==> src/rtl/fifo_arb_pkg.sv <==
// Shared types and default sizing for the FIFO write-port arbiter.
package fifo_arb_pkg;

    // Arbiter control state: IDLE = no holder, BUSY = a requester owns the write port.
    typedef enum logic {
        IDLE = 1'b0,
        BUSY = 1'b1
    } arb_state_t;

    localparam int N_REQ_DEF      = 4;
    localparam int DATA_WIDTH_DEF = 8;
    localparam int MAX_BURST_DEF  = 4;

endpackage

==> src/rtl/rr_pick.sv <==
// Round-robin picker: first asserted request searching upward from last+1, wrapping.
module rr_pick #(
    parameter int N_REQ = 4
) (
    input  logic [N_REQ-1:0]         req,
    input  logic [$clog2(N_REQ)-1:0] last,
    output logic                     any,
    output logic [$clog2(N_REQ)-1:0] idx
);

    localparam int GID_W = $clog2(N_REQ);

    // Scan N_REQ positions starting just after 'last'; the first hit wins.
    always_comb begin
        int              j;
        logic [GID_W-1:0] jj;
        any = 1'b0;
        idx = '0;
        j   = 0;
        jj  = '0;
        for (int k = 1; k <= N_REQ; k++) begin
            j  = (int'(last) + k) % N_REQ;
            jj = GID_W'(j);
            if (!any && req[jj]) begin
                any = 1'b1;
                idx = jj;
            end
        end
    end

endmodule

==> src/rtl/fifo_wr_arbiter.sv <==
// Round-robin arbiter sharing the async FIFO write port among N_REQ producers.
// A winner keeps the port for up to MAX_BURST accepted words; the FIFO full flag
// only stalls the holder, it never takes the grant away.
//
// Handshake: a word on slice i is transferred on a rising wclk edge where
// req_valid[i] && req_ready[i]; the same cycle drives w_en=1 with that word on
// data_in. A producer must hold its word stable while valid=1 and ready=0.
module fifo_wr_arbiter
    import fifo_arb_pkg::*;
#(
    parameter int N_REQ      = N_REQ_DEF,
    parameter int Data_Width = DATA_WIDTH_DEF,
    parameter int MAX_BURST  = MAX_BURST_DEF
) (
    input  logic                        wclk,
    input  logic                        w_rst_n,
    input  logic [N_REQ-1:0]            req_valid,
    input  logic [N_REQ*Data_Width-1:0] req_data,
    output logic [N_REQ-1:0]            req_ready,
    input  logic                        full,
    output logic                        w_en,
    output logic [Data_Width-1:0]       data_in,
    output logic                        grant_valid,
    output logic [$clog2(N_REQ)-1:0]    grant_id
);

    localparam int GID_W  = $clog2(N_REQ);
    localparam int BEAT_W = $clog2(MAX_BURST) + 1;

    arb_state_t        state_q,    state_d;
    logic [GID_W-1:0]  gnt_q,      gnt_d;
    logic [GID_W-1:0]  last_gnt_q, last_gnt_d;
    logic [BEAT_W-1:0] beat_cnt_q, beat_cnt_d;

    logic              busy;
    logic              holder_valid;
    logic              accept;
    logic              last_beat;
    logic              release_gnt;
    logic              idle_any,   rel_any;
    logic [GID_W-1:0]  idle_idx,   rel_idx;

    // Pick used when starting from IDLE, priority from the stored RR pointer.
    rr_pick #(.N_REQ(N_REQ)) u_idle_pick (
        .req  (req_valid),
        .last (last_gnt_q),
        .any  (idle_any),
        .idx  (idle_idx)
    );

    // Pick used on release, priority from the current holder + 1.
    rr_pick #(.N_REQ(N_REQ)) u_rel_pick (
        .req  (req_valid),
        .last (gnt_q),
        .any  (rel_any),
        .idx  (rel_idx)
    );

    // Datapath and handshake outputs derived from the registered grant.
    always_comb begin
        busy         = (state_q == BUSY);
        holder_valid = req_valid[gnt_q];
        accept       = busy && holder_valid && !full;
        last_beat    = (beat_cnt_q == BEAT_W'(MAX_BURST - 1));
        release_gnt  = busy && ((accept && last_beat) || !holder_valid);

        w_en         = accept;
        req_ready    = '0;
        if (accept) begin
            req_ready[gnt_q] = 1'b1;
        end
        data_in      = busy ? req_data[int'(gnt_q)*Data_Width +: Data_Width] : '0;
        grant_valid  = busy;
        grant_id     = gnt_q;
    end

    // Next-state: arbitrate from IDLE, count beats, release and re-arbitrate with no bubble.
    always_comb begin
        state_d    = state_q;
        gnt_d      = gnt_q;
        last_gnt_d = last_gnt_q;
        beat_cnt_d = beat_cnt_q;
        case (state_q)
            IDLE: begin
                if (idle_any) begin
                    state_d    = BUSY;
                    gnt_d      = idle_idx;
                    last_gnt_d = idle_idx;
                    beat_cnt_d = '0;
                end
            end
            BUSY: begin
                if (release_gnt) begin
                    beat_cnt_d = '0;
                    if (rel_any) begin
                        gnt_d      = rel_idx;
                        last_gnt_d = rel_idx;
                    end else begin
                        state_d = IDLE;
                    end
                end else if (accept) begin
                    beat_cnt_d = beat_cnt_q + BEAT_W'(1);
                end
            end
            default: begin
                state_d = IDLE;
            end
        endcase
    end

    // Arbiter registers; reset points the RR pointer at N_REQ-1 so requester 0 leads.
    always_ff @(posedge wclk or negedge w_rst_n) begin
        if (!w_rst_n) begin
            state_q    <= IDLE;
            gnt_q      <= '0;
            last_gnt_q <= GID_W'(N_REQ - 1);
            beat_cnt_q <= '0;
        end else begin
            state_q    <= state_d;
            gnt_q      <= gnt_d;
            last_gnt_q <= last_gnt_d;
            beat_cnt_q <= beat_cnt_d;
        end
    end

endmodule

==> config.mk <==
export PLATFORM = sky130hd
export DESIGN_NAME = fifo_wr_arbiter
export DESIGN_NICKNAME = d
export VERILOG_FILES = /design/src/rtl/fifo_arb_pkg.sv /design/src/rtl/rr_pick.sv /design/src/rtl/fifo_wr_arbiter.sv
export SDC_FILE = /design/constraint.sdc
export NUM_CORES = 1
export LEC_CHECK = 0
export ABC_AREA = 1
export CAP_MARGIN = 40
export CORE_MARGIN = 10
export CORE_UTILIZATION = 30
export CTS_BUF_LIST = sky130_fd_sc_hd__clkbuf_8 sky130_fd_sc_hd__clkbuf_16
export CTS_CLUSTER_DIAMETER = 30
export DETAILED_ROUTE_END_ITERATION = 16
export PLACE_DENSITY = 0.71
export SLEW_MARGIN = 15
export SYNTH_ARGS = -nofsm -noshare
export SYNTH_HDL_FRONTEND = slang
export SYNTH_SLANG_ARGS = --single-unit
==> constraint.sdc <==
create_clock -name wclk -period 5.6 [get_ports wclk]
set_input_delay 0.56 -clock wclk [delete_from_list [all_inputs] [get_ports wclk]]
set_output_delay 0.56 -clock wclk [all_outputs]
set_load 0.03 [all_outputs]
# == Word-level counts from Yosys, hierarchy flattened ==
# Cells that the tools add are included.
# totals
regBits,8
input_bits,39
# classes
addsub,9
n_lt_le_gt_ge,10
n_reduce_logical,22
bitwise,1
shifts,1
n_mux,50
eq_ne,5
# ops
cell,n
$shiftx A32 B6 Y8,1
$lt A2 B3 Y1 const B,9
$mux W2,11
$mux W1,21
$bmux W1 S2,9
$logic_and A1 B1 Y1,11
$mux W3,3
$add A2 B1 Y2 const B,4
$add A2 B2 Y2 const B,4
$logic_not A1 Y1,8
$mux W8,1
$pmux W3 S2,1
$mux W4,1
$ne A2 B1 Y1 const B,2
$pmux W2 S2,1
$add A3 B1 Y3 const B,1
$eq A3 B2 Y1 const B,1
$ne A3 B2 Y1 const B,1
$reduce_and A3 Y1,1
$demux W1 S2,1
$ge A2 B1 Y1 const B,1
$ne A2 B2 Y1 const B,1
$pmux W1 S2,1
$reduce_and A2 Y1,1
2 further kinds,2

# == Depth between registers and ports, before layout ==
# Gate-level depths: netlist (run 1).
# logic_depth
ltp_word,16
depth_mapped,16
depth_no_buf,14

# == Cells and area by module ==
# From an unflattened synthesis (run 1), not the netlist that was laid out.
# unflattened
hier_cells,213
hier_area_um2,1432.6
# by_module_without_submodules
mod,area_each_um2,instances,cells_per_inst
fifo_wr_arbiter,852.1,1,115
rr_pick,290.3,2,49

# == Least setup slack after synthesis (run 1) ==
# Ideal clock, no wire load.
# synth_path
path_type,register -> output
startpoint,"reg gnt_q[0], in the netlist grant_id[0]"
endpoint,out req_ready[0]
path_stages_with_launch,10
slack_ps,2888
arrival_ps,2152
cell_sequence,dfrtp_1 -> buf_6 -> inv_4 -> nand2_1 -> nand3_1 -> nand2_2 -> nand2_1 -> nor2_1 -> inv_1 -> nor2_1
# synth_via
elab_chain_len,5
word_cells_on_any_way,10
classes_between,order compare: 2; mux: 5; reduce/logical: 3
# synth_lines
item,line_no,source
start: declaration,fifo_wr_arbiter.sv:31,"logic [GID_W-1:0] gnt_q, gnt_d;"
start signal: assignment,fifo_wr_arbiter.sv:120,gnt_q <= gnt_d;
$bmux W1 S2,fifo_wr_arbiter.sv:62,holder_valid = req_valid[gnt_q];
$mux W1 (implied by the code),fifo_wr_arbiter.sv:62,
$logic_and A1 B1 Y1 (2 in a row),fifo_wr_arbiter.sv:63,accept = busy && holder_valid && !full;
via w_en,fifo_wr_arbiter.sv:21,"output logic w_en,"
$mux W4,fifo_wr_arbiter.sv:69,if (accept) begin
end: declaration,fifo_wr_arbiter.sv:19,"output logic [N_REQ-1:0] req_ready,"
# The timed path passes the listed nets, and every way through them passes these cells. The select of a mux whose other input is x is not followed.

# == Worst setup path after layout (run 1) ==
# layout_path
startpoint,in req_valid[3]
endpoint,out req_ready[1]
# layout_via
elab_chain_len,5
# layout_lines
item,line_no,source
start: declaration,fifo_wr_arbiter.sv:17,"input logic [N_REQ-1:0] req_valid,"
$bmux W1 S2,fifo_wr_arbiter.sv:62,
$mux W1 (implied by the code),fifo_wr_arbiter.sv:62,
$logic_and A1 B1 Y1 (2 in a row),fifo_wr_arbiter.sv:63,
$mux W4,fifo_wr_arbiter.sv:69,
# Every way passes these cells. The select of a mux whose other input is x is not followed.

==> metrics.md, run 1 <==
| Metric | Value |
|---|---|
| Setup Buffers After CTS | 0 |
| WL/cell | 12.5 µm |
| Diode count | 0 |
| Yosys cell types | 27 |
| Routability congestion estimate | 0.867 |
| Post-Syn Area | 1280 µm² |
| Via count | 1542 |
| Max Freq | 311 MHz |
| Worst Setup Start Kind | input port |
| Layout cells sized above 1 | 7.75% |
| First-pass GRT wire length | 6980 µm |
| Critical path fanouts, max | 5 |
| Area Overhead vs Synth | 45.9% |
| Peak VDD IR | 0.299 mV |
| Root Driver | clkbuf_8 |
| I/O Pins | 55 |
| RSZ-0062 raised after global routing | no |
| Drt pass-1 iters | 4 |
| Clock buffer depth | 2 |
| Total congestion overflow | 0 |
| Status | finished clean |
| Slew headroom | 57.3% |
| Final Instance Area | 1870 µm² |
| Max-slew violations | 0 |
| Clock latency on the worst-skew pair | 0.22 ns |
| Resize count post-CTS | 0 |
| Area of the multi-input gates | 886 µm² |
| Crit path time final | 3.22 ns |
| Clock sink count | 8 |
| Hold_buf cts | 0 |
| HP Class | reg -> reg |
| Initial antenna violation count | 0 |
| Power Total | 1180 µW |
| Yosys top cell by area | nand2_1 |
| Initial Utilization | 31.5% |
| Final Cycle Share | 57.4% |
| Core Box Area | 4060 µm² |
| Post-placement cell count | 330 |
| Worst Clk Skew | 0.00155 ns |
| CTS tree | yes |
| Vert. Die Dim | 85.3 µm |
| EDFF count, synth | 0 |
| DRT Wirelength | 4170 µm |
| Final #Nets | 331 |
| Yosys warning total | 0 |
| Post-route setup TNS | 0 ns |
| Setup Viol. Count Final | 0 |
| WS Path Type | in -> out |
| DPL Wire Length | 3310 µm |
| LEAKAGE | 0.000927 µW |
| Seq cells post-synth | 8 |
| Worst hold slack | 0.493 ns |
| Register area share after synthesis | 15.8% |
| IO buf count | 54 |
| DR vias/cell | 4.62 |
| Avg Synthesized Cell Area | 5.45 µm² |
| Total GRT Usage | 11.2% |
| CP arrival | 2.66 ns |
| Area post-placement | 1810 µm² |
| Element type at the critical path end | output pin |
| Sequential cell area | 203 µm² |
| # rows | 23 |
| Largest net degree at the start of global routing | 29 |
| Top cell type's share of synthesized area | 22.6% |
| Maxcap violations | 0 |
| Final std cells w/o fill | 334 |
| Vias in the first global route | 1401 |
| Worst-margin pin slew | 0.640 ns |
| Chip Width | 85.3 µm |
| Clock Pin Slew Worst Setup and Hold Paths | 0.04 ns |
| Dominant cells by area after synthesis | nand2_1 (23%), nor2_1 (12%), dfrtp_1 (12%) |
| CTS buffer count | 3 |
| DR iter-0 viols | 117 |
| Final Hold Viols | 0 |
| FILL cells | 426 |
| Htree depth | 1 |
| Post-Syn Nets | 280 |
| PD cells | 630 nW/µm² |
| Post-synth ARST share | 100% |
| Area of the die | 7280 µm² |
| Residual DRC | 0 |
| DRT antenna net count | 0 |
| Critical Path RT | 5.04 ns |
| Synth Instances | 235 |
| Top FF cell, synth | dfrtp_1 |
## sequential cells by signal, indices dropped and copies added (netlist names)
| name | flops |
|---|---|
| beat_cnt_q | 3 |
| grant_id | 2 |
| last_gnt_q | 2 |
| grant_valid | 1 |
## per-layer routing
layer / track usage, % / wire length (µm)
met2: 18.0 / 2010
met3: 2.96 / 170
met1: 15.1 / 1990
met5: 0 / 0
met4: 0.449 / 4
## worst max-delay path: stages
cell and delay, ns:
clkdlybuf4s50_1 0.56, inv_1 0.08, nand2_1 0.08, nand3_1 0.10, nand2_2 0.13, nand2_1 0.09
nor2_1 0.13, inv_1 0.11, nor2_1 0.12, clkdlybuf4s50_1 0.69
## cell families after synthesis
family                     Yosys count  synth area share [%]
DFF                                  8                  15.8
adders and majority gates            6                  5.86
AOI/OAI and AO/OA                   33                  13.3
and+or+nand+nor                    148                  50.0
buffers and inverters               40                  15.0
## power by group
group | total [µW] | internal [µW] | switching (µW)
logic | 958 | 363 | 595
clock network | 66.9 | 46.4 | 20.6
registers | 151 | 89.7 | 61.4
total | 1180 | 499 | 677
## synth_stat cells, types with 2 or more instances
master / count
nand2_1: 77
nor2_1: 42
inv_1: 24
o21ai_0: 20
nand3_1: 14
a21oi_1: 10
dfrtp_1: 6
ha_1: 6
nand2_2: 5
nand4_1: 5
inv_2: 4
buf_2: 3
buf_4: 2
buf_6: 2
dfstp_2: 2
nand3_2: 2
## cells in the final DEF (no fill, tap or decap)
cell type	instances
clkbuf_8	3
nand3_1	14
inv_4	1
nand2_2	5
dfrtp_1	6
a21boi_0	1
inv_1	24
nand3_2	2
clkinv_1	1
nand4_1	5
a21oi_1	10
clkdlybuf4s50_1	54
clkinv_2	1
dfstp_2	2
o21ai_0	20
nor2_1	42
o22ai_1	1
inv_2	4
buf_8	1
or2_4	1
ha_1	6
a31oi_1	1
nand4_4	1
nand2_4	1
nand2_1	77
## cell type report
class                           count  area share, %
Clock buffer                        3           2.21
Tap cell                           50           3.35
Multi-Input combinational cell    187           47.4
Inverter                           31           6.43
Sequential cell                     8           10.9
Timing Repair Buffer               55           29.7
## through the flow
| stage | worst slack [ns] | util (%) |
|---|---|---|
| final | 2.38 | 46.0 |
| after global routing | 2.19 | 46.0 |
| after CTS | 2.06 | 45.7 |
| after global placement | 2.39 | 44.7 |
| after detailed placement | 2.34 | 44.7 |
| after floorplan | 2.89 | - |
## final timing paths
check	startpoint	endpoint	cells after the start	slack [ns]
min	beat_cnt_q[2]	beat_cnt_q[2]	2	0.49
min in group asynchronous	w_rst_n	grant_valid	1	0.61
max	req_valid[3]	req_ready[1]	10	2.38
min reg2reg	beat_cnt_q[2]	beat_cnt_q[2]	2	0.49
max reg2reg	grant_id[1]	beat_cnt_q[1]	9	3.13
max in group asynchronous	w_rst_n	last_gnt_q[0]	1	4.69
Note: power is estimated with default switching activity, not from simulation.
==> inputs of run 2 (changes only) <==
PLACE_DENSITY = 0.73   (was 0.71)
clock period = 2.9 ns   (was 5.6 ns; I/O delays follow)
==> run 2 against run 1 <==
  * Worst setup slack lost 2.1 ns
  * Design area fell by 0.33%
  * Sequential share of layout area about the same
  * Sequential power increased by 81%
  * Non-clock buffer count is 1 higher
  * Register-to-register slack got worse by 2.4 ns
  * Clock-buffer cell count stayed put
  * Clock skew increased by 0.0051 ns
  * Largest power group unchanged
  * Highest routed layer unchanged
==> metrics.md, run 2 (synthesis gave the netlist of run 1 again) <==
| Metric | Value |
|---|---|
| Sequential cell area | 203 µm² (unchanged) |
| Post-route setup slack | 0.330 ns (was 2.38 ns) |
| Core Box Area | 4060 µm² (unchanged) |
| DRT Wirelength | 4180 µm (was 4170 µm) |
| Final #Nets | 332 (was 331) |
| Maxcap violations | 0 (unchanged) |
| Final std cells w/o fill | 336 (was 334) |
| Final Instance Area | 1860 µm² (was 1870 µm²) |
| Slowest cell on crit path | clkdlybuf4s50_1 (unchanged) |
| DRT antenna net count | 0 (unchanged) |
| Worst Clk Skew | 0.00666 ns (was 0.00155 ns) |
| Clock sink count | 8 (unchanged) |
| Routability congestion estimate | 0.945 (was 0.867) |
| Reg2reg path depth | 9 (unchanged) |
| Cell chain of the critical path | inv_4 > nand2_2 > nand2_1 > nand2_2 > nand2_2 > nand2_1 > nor2_1 > clkdlybuf4s50_1 (was clkdlybuf4s50_1 > inv_1 > nand2_1 > nand3_1 > nand2_2 > nand2_1 > nor2_1 > inv_1 > nor2_1 > clkdlybuf4s50_1) |
| CP arrival | 2.28 ns (was 2.66 ns) |
| Worst-margin pin slew | 0.389 ns (was 0.640 ns) |
| Most frequent cells in the layout | nand2_1 (77), clkdlybuf4s50_1 (50), nor2_1 (42) (was nand2_1 (77), clkdlybuf4s50_1 (54), nor2_1 (42)) |
| CTS tree | yes (unchanged) |
| Max Freq | 389 MHz |
| Diode count | 0 (unchanged) |
| Vert. Die Dim | 85.3 µm (unchanged) |
| CP endpoint | w_en (was req_ready[1]) |
| First-pass GRT wire length | 6980 µm (about the same) |
| Element type at the critical path end | output pin (unchanged) |
| WS Path Type | reg -> out (was in -> out) |
| Max-slew violations | 0 (unchanged) |
| Peak VDD IR | 0.491 mV (was 0.299 mV) |
| Chip Width | 85.3 µm (unchanged) |
| Largest reg by FF count | beat_cnt_q (unchanged) |
| Final Hold Viols | 0 (unchanged) |
| Critical path fanouts, max | 27 (was 5) |
| CP startpoint | grant_id[0] (was req_valid[3]) |
| R2r setup slk | 0.69 ns (was 3.13 ns) |
| Clock buffer depth | 2 (unchanged) |
| Crit path time final | 2.57 ns |
| Post-place setup slack | 0.493 ns (was 2.34 ns) |
| Crit path top cell by count | nand2_2 |
| Final Core Density | 45.9% (was 46.0%) |
| Via count | 1520 (was 1542) |
| IO buf count | 54 (unchanged) |
| WL/cell | 12.4 µm (was 12.5 µm) |
| Reg2Reg Capture Point | beat_cnt_q[1] (unchanged) |
| Drt pass-1 iters | 6 (was 4) |
| DR iter-0 viols | 66 (was 117) |
| Max reg flops | 3 (unchanged) |
| Residual DRC | 0 (unchanged) |
| Initial Utilization | 31.5% (unchanged) |
| Clock Pin Slew Worst Setup and Hold Paths | 0.05 ns (was 0.04 ns) |
| DPL Wire Length | 3420 µm (was 3310 µm) |
| Hold_buf cts | 0 (unchanged) |
| Post-route setup TNS | 0 ns (unchanged) |
| Clock latency on the worst-skew pair | 0.23 ns (was 0.22 ns) |
| Area of the die | 7280 µm² (unchanged) |
| CTS buffer count | 3 (unchanged) |
| PD cells | 1230 nW/µm² (was 630 nW/µm²) |
| Critical Path RT | 2.61 ns (was 5.04 ns) |
| Layout cells sized above 1 | 9.44% (was 7.75%) |
| Post-placement cell count | 332 (was 330) |
| Area post-placement | 1820 µm² (was 1810 µm²) |
| Setup Viol. Count Final | 0 (unchanged) |
| Setup Buffers After CTS | 0 (unchanged) |
| HP Class | in -> async (was reg -> reg) |
| Slew headroom | 74.1% (was 57.3%) |
| Vias in the first global route | 1392 (was 1401) |
| Area Overhead vs Synth | 45.5% (was 45.9%) |
| Final Cycle Share | 88.6% |
| Worst Setup Start Kind | flip-flop (was input port) |
| Most common cell after layout, fill and taps aside | nand2_1 (unchanged) |
| I/O Pins | 55 (unchanged) |
| DR vias/cell | 4.52 (was 4.62) |
| Htree depth | 1 (unchanged) |
| Total congestion overflow | 0 (unchanged) |
| FILL cells | 437 (was 426) |
| Crit path largest cell delay | 0.69 ns (about the same) |
| # rows | 23 (unchanged) |
| Area of the multi-input gates | 886 µm² (unchanged) |
| R2R Path Start | grant_id[0] (was grant_id[1]) |
| Status | finished clean (unchanged) |
| Root Driver | clkbuf_8 (unchanged) |
| Total GRT Usage | 11.3% (was 11.2%) |
| RSZ-0062 raised after global routing | no (unchanged) |
| Resize count post-CTS | 0 (unchanged) |
| Largest net degree at the start of global routing | 28 (was 29) |
| LEAKAGE | 0.000943 µW (was 0.000927 µW) |
| Initial antenna violation count | 0 (unchanged) |
==> run 2: changes by cell type in the layout (fill, tap and decap cells not counted), sizes merged <==
cell	previous run	this run
buf	1	6
clkdlybuf4s50	54	50
inv	29	30
==> run 2: power breakdown <==
| group | internal, µW | switching [µW] |
|---|---|---|
| clock network | 91.9 | 46.2 |
| registers | 174 | 99.4 |
| logic | 694 | 1180 |
==> run 2: worst min-delay path by stage <==
stage                              from             to  slack (ns)  depth (start not counted)
final                           w_rst_n  beat_cnt_q[2]        0.34                          1
after global routing            w_rst_n  beat_cnt_q[2]        0.36                          1
after CTS                       w_rst_n  beat_cnt_q[2]        0.35                          1
after detailed placement  beat_cnt_q[2]  beat_cnt_q[2]        0.48                          2
after global placement    beat_cnt_q[2]  beat_cnt_q[2]        0.47                          2
after floorplan                 w_rst_n  beat_cnt_q[0]      -0.006                          0
==> run 2: through the flow <==
stage	hold slack, ns	power (µW)
floorplan	-0.00559	1640
global placement	0.473	2140
detailed placement	0.479	2150
CTS	0.354	2300
global route	0.364	2550
finish	0.340	2280
==> run 2: cell type report <==
class | count | share of cell area, %
multi-input cells | 187 | 47.6
repair buffers | 56 | 29.3
flip-flops and latches | 8 | 10.9
inverters | 31 | 6.45
well taps | 50 | 3.36
clock buffers | 3 | 2.22
clock inverters | 1 | 0.202
==> run 2: critical path, delay by kind of cell, from the launching register on <==
family | cells | cell delay, ns
buffers and inverters | 2 | 0.96
AND/OR/NAND/NOR | 6 | 0.57
flip-flops | 1 | 0.51
==> run 2: metal layers <==
layer,track usage [%],routed length (µm)
met5,0,0
met2,19.1,2050
met1,14.5,1960
met3,2.20,151
met4,2.25,21
